==> config.mk <==
export PLATFORM = sky130hd
export DESIGN_NAME = iot_event_arbiter
export DESIGN_NICKNAME = d
export VERILOG_FILES = /design/src/rtl/iot_event_arbiter.sv
export SDC_FILE = /design/constraint.sdc
export NUM_CORES = 1
export LEC_CHECK = 0
export CAP_MARGIN = 20
export CORE_MARGIN = 1.5
export CORE_UTILIZATION = 48
export CTS_CLUSTER_SIZE = 25
export DETAILED_ROUTE_END_ITERATION = 16
export PLACE_DENSITY = 0.85
export REMOVE_ABC_BUFFERS = 1
export SYNTH_ARGS = -nofsm -noshare
export SYNTH_HDL_FRONTEND = slang
export SYNTH_SLANG_ARGS = --single-unit
==> constraint.sdc <==
create_clock -name clk -period 2.6 [get_ports clk]
set_clock_uncertainty 0.1 [all_clocks]
set_input_delay 0.52 -clock clk [delete_from_list [all_inputs] [get_ports clk]]
set_output_delay 0.52 -clock clk [all_outputs]
set_load 0.02 [all_outputs]
==> src/rtl/iot_event_arbiter.sv <==
// Round-robin arbiter that funnels per-source connect/disconnect events
// into a single shared active-device counter, refusing events that would
// wrap the counter and acknowledging each source once its event is done.
module iot_event_arbiter #(
   parameter int N_REQ = 4,
   parameter int CNT_W = 8
) (
   input  logic             clk,
   input  logic             rst,
   input  logic [N_REQ-1:0] req,
   input  logic [N_REQ-1:0] req_on,
   input  logic [CNT_W-1:0] count_in,
   output logic             change,
   output logic             on_off,
   output logic [N_REQ-1:0] ack,
   output logic             drop,
   output logic             busy,
   output logic [2:0]       grant_id
);

   typedef enum logic [1:0] {IDLE, ISSUE, ACK} state_t;

   state_t            state_reg, state_next;
   logic [2:0]        ptr_reg, ptr_next;
   logic [2:0]        grant_reg, grant_next;
   logic              sat_reg, sat_next;
   logic              change_reg, change_next;
   logic              on_off_reg, on_off_next;
   logic [N_REQ-1:0]  ack_reg, ack_next;
   logic              drop_reg, drop_next;
   logic              busy_reg, busy_next;

   // Requests and event types rotated so bit 0 is the source at the pointer
   logic [2*N_REQ-1:0] req_rot, on_rot;
   logic               found;
   logic [2:0]         offset;
   logic               sel_dir;
   logic [3:0]         sel_sum;
   logic [2:0]         sel;
   logic               sel_sat;
   logic [N_REQ-1:0]   grant_hot;

   assign req_rot = {req, req} >> ptr_reg;
   assign on_rot  = {req_on, req_on} >> ptr_reg;

   // One-hot decode of the latched grant, used for the acknowledge
   generate
      for (genvar gi = 0; gi < N_REQ; gi++) begin : g_hot
         assign grant_hot[gi] = (grant_reg == 3'(gi));
      end
   endgenerate

   // Priority search upward from the pointer, wrapping modulo N_REQ
   always_comb begin
      found   = 1'b0;
      offset  = 3'd0;
      sel_dir = 1'b0;
      for (int i = 0; i < N_REQ; i++) begin
         if (!found && req_rot[i]) begin
            found   = 1'b1;
            offset  = 3'(i);
            sel_dir = on_rot[i];
         end
      end
      sel_sum = {1'b0, ptr_reg} + {1'b0, offset};
      if (sel_sum >= 4'(N_REQ))
         sel_sum = sel_sum - 4'(N_REQ);
      sel = sel_sum[2:0];
      // Saturation is judged on the count seen as the grant is taken, so
      // the registered change pulse lands in the very next cycle.
      sel_sat = sel_dir ? (count_in == {CNT_W{1'b1}}) : (count_in == '0);
   end

   // Next-state and next-output logic for the IDLE -> ISSUE -> ACK pass
   always_comb begin
      state_next  = state_reg;
      ptr_next    = ptr_reg;
      grant_next  = grant_reg;
      sat_next    = sat_reg;
      change_next = 1'b0;
      on_off_next = on_off_reg;
      ack_next    = '0;
      drop_next   = 1'b0;
      case (state_reg)
         IDLE: begin
            if (found) begin
               state_next  = ISSUE;
               grant_next  = sel;
               on_off_next = sel_dir;
               sat_next    = sel_sat;
               change_next = !sel_sat;
            end
         end
         ISSUE: begin
            state_next = ACK;
            ack_next   = grant_hot;
            drop_next  = sat_reg;
         end
         ACK: begin
            state_next = IDLE;
            ptr_next   = (grant_reg == 3'(N_REQ - 1)) ? 3'd0 : grant_reg + 3'd1;
         end
         default: state_next = IDLE;
      endcase
      busy_next = (state_next != IDLE);
   end

   // State and registered outputs; reset aborts any event in flight
   always_ff @(posedge clk) begin
      if (rst) begin
         state_reg  <= IDLE;
         ptr_reg    <= 3'd0;
         grant_reg  <= 3'd0;
         sat_reg    <= 1'b0;
         change_reg <= 1'b0;
         on_off_reg <= 1'b0;
         ack_reg    <= '0;
         drop_reg   <= 1'b0;
         busy_reg   <= 1'b0;
      end else begin
         state_reg  <= state_next;
         ptr_reg    <= ptr_next;
         grant_reg  <= grant_next;
         sat_reg    <= sat_next;
         change_reg <= change_next;
         on_off_reg <= on_off_next;
         ack_reg    <= ack_next;
         drop_reg   <= drop_next;
         busy_reg   <= busy_next;
      end
   end

   assign change   = change_reg;
   assign on_off   = on_off_reg;
   assign ack      = ack_reg;
   assign drop     = drop_reg;
   assign busy     = busy_reg;
   assign grant_id = grant_reg;

endmodule

==> results of run 1 <==
-- layout make-up --
cell class	instances	area, um^2	area share
clock buffer	4	26.3	0.0170
multi-input combinational	88	721	0.468
tap	28	35.0	0.0227
inverter	6	22.5	0.0146
sequential	17	342	0.222
timing repair buffer	42	395	0.256
-- worst reg2reg max path, cell delays in order (launching register included) --
cell and delay [ps]:
sky130_fd_sc_hd__dfxtp_1 440, sky130_fd_sc_hd__buf_4 250, sky130_fd_sc_hd__and2b_2 250, sky130_fd_sc_hd__a221o_1 320, sky130_fd_sc_hd__nand2_1 110, sky130_fd_sc_hd__a21oi_2 60, sky130_fd_sc_hd__ha_2 180, sky130_fd_sc_hd__fa_1 420
sky130_fd_sc_hd__mux2i_1 130, sky130_fd_sc_hd__nor2_1 50
-- routing by layer --
layer | vias to the layer above | part of all wire | track usage
met1 | 451 | 0.41 | 0.214
li1 | 506 | - | -
met2 | 20 | 0.55 | 0.410
met5 | - | 0 | 0
met3 | 4 | 0.028 | 0.0146
met4 | 0 | 0.010 | 0.0676
-- cell usage in the layout, fill, tap and decap left out, types with 3 or more instances in the layout --
cell type                         instances
sky130_fd_sc_hd__and3_1                   5
sky130_fd_sc_hd__buf_4                   14
sky130_fd_sc_hd__dlymetal6s2s_1           4
sky130_fd_sc_hd__mux2i_1                  7
sky130_fd_sc_hd__inv_1                    6
sky130_fd_sc_hd__nor2_1                   9
sky130_fd_sc_hd__nor4_1                   3
sky130_fd_sc_hd__a21oi_1                  5
sky130_fd_sc_hd__ha_1                     5
sky130_fd_sc_hd__clkbuf_4                 3
sky130_fd_sc_hd__clkdlybuf4s50_1         24
sky130_fd_sc_hd__dfxtp_1                 16
sky130_fd_sc_hd__nand2b_1                 4
sky130_fd_sc_hd__nand2_1                 10
-- stage by stage --
stage | worst slack, ps | TNS [ps] | total power (uW) | instance area, um^2 | utilization
2_1_floorplan | 8.63 | 0 | 444 | 1070 | -
3_3_place_gp | -249 | -689 | 556 | 1500 | 0.682
3_5_place_dp | -314 | -985 | 564 | 1500 | 0.682
4_1_cts | 5.93 | 0 | 696 | 1520 | 0.696
5_1_grt | 53.7 | 0 | 733 | 1540 | 0.704
6_report | 183 | 0 | 693 | 1540 | 0.704
-- path summary, 6_finish.rpt --
path	startpoint	slack, ps	depth (start not counted)	endpoint
worst max-delay path	ptr_reg[1]	180	9	grant_id[1]
worst min register to register	sat_reg	390	1	drop
worst max register to register	ptr_reg[1]	180	9	grant_id[1]
worst min-delay path	sat_reg	390	1	drop
-- repair_timing --
action,4_1_cts,5_1_grt
hold buffers,0,0
setup endpoints to repair,1,3
gates resized for setup,1,9
setup buffers,0,0
-- logic make-up after synthesis --
group / count (synthesis) / synth area share
compound gates: 23 / 0.192
mux: 12 / 0.131
buf+inv: 9 / 0.0443
flops: 17 / 0.309
simple gates: 46 / 0.238
fa+ha+maj: 7 / 0.0864
-- power by group --
part / switching, uW / total [uW] / internal [uW]
combinational: 115 / 259 / 143
sequential: 19.7 / 302 / 282
clock: 72.8 / 132 / 59.4
==> metrics.md, run 1 <==
| Metric | Value |
|---|---|
| Run status | completed |
| Final Hold Violating Endpoints | 0 |
| Worst Hold Slack | 390 ps |
| Fraction of the yosys area taken by sequential cells | 0.309 |
| Yosys cell types | 46 |
| Maximum achievable frequency | 414 MHz |
| Finished Layout Cells | 185 |
| Total instance count after detailed placement | 181 |
| Core footprint | 2190 um^2 |
| Flop and latch count out of synthesis | 17 |
| Gate count after technology mapping | 114 |
| Drt first pass iters | 6 |
| Clock Tree Buf Depth | 2 |
| Capturing element type of the critical path | flip-flop |
| Max rail drop VDD | 0.331 mV |
| Clk Latency, worst-skew pair | 280 ps |
| Syn-to-layout area delta | 40.0% |
| Flip-flop cell with the highest count after synthesis | sky130_fd_sc_hd__dfxtp_1 |
| Io pins | 29 |
| Endpoint required time on the critical path | 2660 ps |
| # nets final | 183 |
| Number of buffers created by CTS | 3 |
| Synth area leaders | sky130_fd_sc_hd__dfxtp_1 (31%), sky130_fd_sc_hd__mux2i_1 (7.3%), sky130_fd_sc_hd__ha_1 (6.8%) |
| Max reg flops | 4 |
| Number of clock sinks | 17 |
| Total global-route track usage | 0.201 |
| Clock tree from TritonCTS | yes |
| Delay-heaviest family, CP | adder cells |
| Initial cell density of the core | 0.503 |
| DIE AREA | 2590 um^2 |
| Routed via count | 981 |
| DRT Wirelength | 2270 um |
| Count of synthesis-stage warnings from yosys | 0 |
| Clock-pin slew of the registers on the worst-case setup and hold paths | 90 ps |
| Number of input and output port buffers inserted | 28 |
| Number of antenna violations at the first check in global routing | 0 |
| Asr flop ratio synth | 0 |
| Diode insertion count for antenna repair | 0 |
| Total buffers and inverters traversed by the critical path | 1 |
| Library cell with the largest summed area after synthesis | sky130_fd_sc_hd__dfxtp_1 |
| Total power per unit cell area | 450 nW/um^2 |
| H-tree levels | 1 |
| Final routed DRC violation total | 0 |
| Worst slew margin | 0.736 |
| Clock root buffer master | sky130_fd_sc_hd__clkbuf_4 |
| Synthesized area per cell | 9.66 um^2 |
| Via count of the first global-routing pass | 1013 |
| EDFF count, synth | 0 |
| Count of filler cells inserted in the layout | 182 |
| Class of the most critical setup path | reg2reg |
| Antenna Nets Post-Route | 0 |
| Ordered list of cells on the worst path | buf_4 > and2b_2 > a221o_1 > nand2_1 > a21oi_2 > ha_2 > fa_1 > mux2i_1 > nor2_1 |
| Top-count cell post-synth | sky130_fd_sc_hd__dfxtp_1 |
| Portion of synthesized cell area occupied by the leading cell type | 0.309 |
| Total count of max-transition violations in the final report | 0 |
| Count of max-cap constraint violations | 0 |
| LEAKAGE | 0.000661 uW |
| Average wire length per cell after detail routing | 12.3 um |
| Actual slew at the worst max-slew pin | 393 ps |
| Largest incremental delay on the critical path | 440 ps |
| Routability Congestion | 0.774 |
| Detailed placer's ending HPWL | 1910 um |
| Total congestion overflow | 0 |
| Height of the chip | 50.9 um |
| Pin count of the biggest net entering global routing | 13 |
| CP arrival | 2480 ps |
| Post-synth top cells | sky130_fd_sc_hd__dfxtp_1 (17), sky130_fd_sc_hd__nand2_1 (10), sky130_fd_sc_hd__nor2_1 (9) |
| Category of the worst setup path launch point | flip-flop |
| First-pass GRT wire length | 4090 um |
| Portion of the clock cycle consumed by the worst path in the final layout | 0.930 |
| Maximum net fanout on the critical path | 12 |
| RSZ-0062 raised after global routing | no |
| Master of the slowest instance on the critical path | sky130_fd_sc_hd__dfxtp_1 |
| Count of final setup violators | 0 |
| Fraction of layout instances using a drive strength above 1 | 0.236 |
| Drt initial violations | 5 |
| Horizontal extent of the die | 50.9 um |
| Shortest period the worst path allows | 2420 ps |
| Via-to-Cell Ratio | 5.30 |
| Path class of the lowest-slack min-delay path | reg2reg |
| Standard-cell rows | 17 |
| Post-synthesis cell area | 1100 um^2 |
Note: power is estimated with default switching activity, not from simulation.
==> run 2: changes to the inputs <==
--- a/config.mk
+++ b/config.mk
@@ -10,6 +10,7 @@
 export CORE_UTILIZATION = 48
 export CTS_CLUSTER_SIZE = 25
 export DETAILED_ROUTE_END_ITERATION = 16
+export HOLD_SLACK_MARGIN = 0.03
 export PLACE_DENSITY = 0.85
 export REMOVE_ABC_BUFFERS = 1
 export SYNTH_ARGS = -nofsm -noshare
==> results of run 2 <==
Same layout as run 1: the final DEF is identical, and so are final timing and power.
==> run 3: changes to the inputs <==
--- a/config.mk
+++ b/config.mk
@@ -7,11 +7,11 @@
 export LEC_CHECK = 0
 export CAP_MARGIN = 20
 export CORE_MARGIN = 1.5
-export CORE_UTILIZATION = 48
+export CORE_UTILIZATION = 45
 export CTS_CLUSTER_SIZE = 25
 export DETAILED_ROUTE_END_ITERATION = 16
 export HOLD_SLACK_MARGIN = 0.03
-export PLACE_DENSITY = 0.85
+export PLACE_DENSITY = 0.81
 export REMOVE_ABC_BUFFERS = 1
 export SYNTH_ARGS = -nofsm -noshare
 export SYNTH_HDL_FRONTEND = slang
==> metrics.md, run 3 (synthesis results as in run 1) <==
| Metric | Value |
|---|---|
| Number of antenna violations at the first check in global routing | 0 (unchanged) |
| Capturing element type of the critical path | flip-flop |
| Worst slew margin | 0.740 (+0.00440) |
| Routability Congestion | 0.792 (+2.2%) |
| H-tree levels | 1 (unchanged) |
| Core footprint | 2250 um^2 (+2.9%) |
| # nets final | 184 (+0.55%) |
| Total count of max-transition violations in the final report | 0 (unchanged) |
| Shortest period the worst path allows | 2410 ps (-4.25 ps) |
| Ordered list of cells on the worst path | or2b_1 > o221a_1 > or2_2 > a21oi_1 > ha_2 > fa_1 > mux2i_1 > nor2_1 |
| Fraction of layout instances using a drive strength above 1 | 0.234 (-0.00149) |
| Clock Tree Buf Depth | 2 (unchanged) |
| Final routed DRC violation total | 0 (unchanged) |
| Maximum net fanout on the critical path | 6 (-6) |
| Clock-pin slew of the registers on the worst-case setup and hold paths | 90 ps (about the same) |
| Portion of the clock cycle consumed by the worst path in the final layout | 0.928 (-0.00163) |
| Via-to-Cell Ratio | 5.34 (+0.68%) |
| Post-Place Cell Area | 1500 um^2 (+0.50%) |
| Largest incremental delay on the critical path | 420 ps (-20 ps) |
| Max rail drop VDD | 0.363 mV (+9.7%) |
| Endpoint required time on the critical path | 2660 ps (about the same) |
| Clock root buffer master | sky130_fd_sc_hd__clkbuf_4 |
| Class of the most critical setup path | reg2reg |
| Pwr Total | 697 uW (+0.63%) |
| DRT Wirelength | 2460 um (+8.1%) |
| Final design instance area without fill | 1550 um^2 (+0.32%) |
| Pin count of the biggest net entering global routing | 13 (unchanged) |
| Io pins | 29 (unchanged) |
| Average wire length per cell after detail routing | 13.2 um (+7.6%) |
| Max reg flops | 4 (unchanged) |
| CP arrival | 2480 ps (about the same) |
| Number of buffers created by CTS | 3 (unchanged) |
| Drt initial violations | 11 (+6) |
| Height of the chip | 52.5 um (+3.1%) |
| Leading cell type in the layout, fill and taps excluded | sky130_fd_sc_hd__clkdlybuf4s50_1 |
| Routed via count | 993 (+1.2%) |
| Clk Latency, worst-skew pair | 280 ps (about the same) |
| Category of the worst setup path launch point | flip-flop |
| Run status | completed |
| Worst reg-to-reg setup slack | 190 ps (about the same) |
| First-pass GRT wire length | 4110 um (+0.51%) |
| Clock tree from TritonCTS | yes |
| Drt first pass iters | 4 (-2) |
| Detailed placer's ending HPWL | 2080 um (+8.8%) |
| Top layer reached by signal wires | met3 |
| Leading cell types in the layout, fill and taps excluded | sky130_fd_sc_hd__clkdlybuf4s50_1 (24), sky130_fd_sc_hd__dfxtp_1 (15), sky130_fd_sc_hd__buf_4 (15) |
| Met2 Routed Length | 1350 um (+7.4%) |
| Total global-route track usage | 0.194 (-0.00794) |
| Initial cell density of the core | 0.488 (-0.0142) |
| Final Hold Violating Endpoints | 0 (unchanged) |
| Diode insertion count for antenna repair | 0 (unchanged) |
| Number of input and output port buffers inserted | 28 (unchanged) |
| Actual slew at the worst max-slew pin | 386 ps (-6.29 ps) |
| Antenna Nets Post-Route | 0 (unchanged) |
| WL met1 | 1050 um (+12%) |
| Count of final setup violators | 0 (unchanged) |
| Horizontal extent of the die | 52.5 um (+3.1%) |
| Total power per unit cell area | 451 nW/um^2 (+0.31%) |
| DIE AREA | 2750 um^2 (+6.3%) |
| Master of the slowest instance on the critical path | sky130_fd_sc_hd__dfxtp_2 |
| Standard-cell rows | 17 (unchanged) |
| Count of max-cap constraint violations | 0 (unchanged) |
| Via count of the first global-routing pass | 1015 (+0.20%) |
| Met3 WL post-DR | 65 um (+3.2%) |
| Buffer count from post-CTS setup fixing | 0 (unchanged) |
| Path class of the lowest-slack min-delay path | reg2reg |
| Number of clock sinks | 17 (unchanged) |
| Setup TNS | 0 ps (unchanged) |
| RSZ-0062 raised after global routing | no |
| Syn-to-layout area delta | 40.5% |
| Maximum achievable frequency | 414 MHz (+0.18%) |
| LEAKAGE | 0.000662 uW (+0.19%) |
| Total congestion overflow | 0 (unchanged) |
## run 3: changes by cell type in the layout (fill, tap and decap cells not counted)
cell / change
sky130_fd_sc_hd__mux4_1: +1
sky130_fd_sc_hd__dlymetal6s2s_1: -1
sky130_fd_sc_hd__buf_4: +1
sky130_fd_sc_hd__dfxtp_1: -1
sky130_fd_sc_hd__dfxtp_2: +1
sky130_fd_sc_hd__dlygate4sd2_1: +1
sky130_fd_sc_hd__mux4_2: -1
sky130_fd_sc_hd__a21oi_2: -1
sky130_fd_sc_hd__a21oi_1: +1
## run 3: what timing repair did
| action | CTS | global route |
|---|---|---|
| pin swaps | 1 | 0 |
| hold buffers | 0 | 0 |
| setup endpoints to repair | 1 | 2 |
| hold endpoints to repair | 0 | 0 |
| resized for setup | 2 | 7 |
## run 3: cell type report
cell class,instances,area [um^2]
multi-input combinational,88,721
inverter,6,22.5
timing repair buffer,43,399
fill,197,708
tap,28,35.0
sequential,17,343
clock buffer,4,26.3
## run 3: path summary, 6_finish.rpt
kind | to | startpoint | depth (start not counted)
hold / removal | drop | sat_reg | 1
setup / recovery | grant_id[1] | ptr_reg[1] | 8
hold reg to reg | drop | sat_reg | 1
setup reg to reg | grant_id[1] | ptr_reg[1] | 8
## run 3: power by group
| part | switching, uW | internal (uW) |
|---|---|---|
| clock | 72.6 | 59.4 |
| sequential | 21.1 | 283 |
| combinational | 118 | 144 |
## run 3: worst max-delay path: cells and delay by family, from the launching register on
family,cells,cell delay [ps]
simple gates,3,620
compound gates,2,390
mux,1,150
flops,1,420
fa+ha+maj,2,620
## run 3: routing by layer
metal,global-route usage,vias to the layer above
met4,0.0470,0
met5,0,-
met3,0.0114,0
met2,0.394,19
li1,-,512
met1,0.211,462
## run 3: metrics by stage
| stage | hold WS [ps] | util | std cells | setup WS [ps] |
|---|---|---|---|---|
| 2_1_floorplan | 353 | - | 111 | 8.63 |
| 3_3_place_gp | 374 | 0.666 | 182 | -250 |
| 3_5_place_dp | 388 | 0.666 | 182 | -337 |
| 4_1_cts | 402 | 0.679 | 186 | 13.1 |
| 5_1_grt | 415 | 0.686 | 186 | 47.2 |
| 6_report | 402 | 0.686 | 186 | 187 |
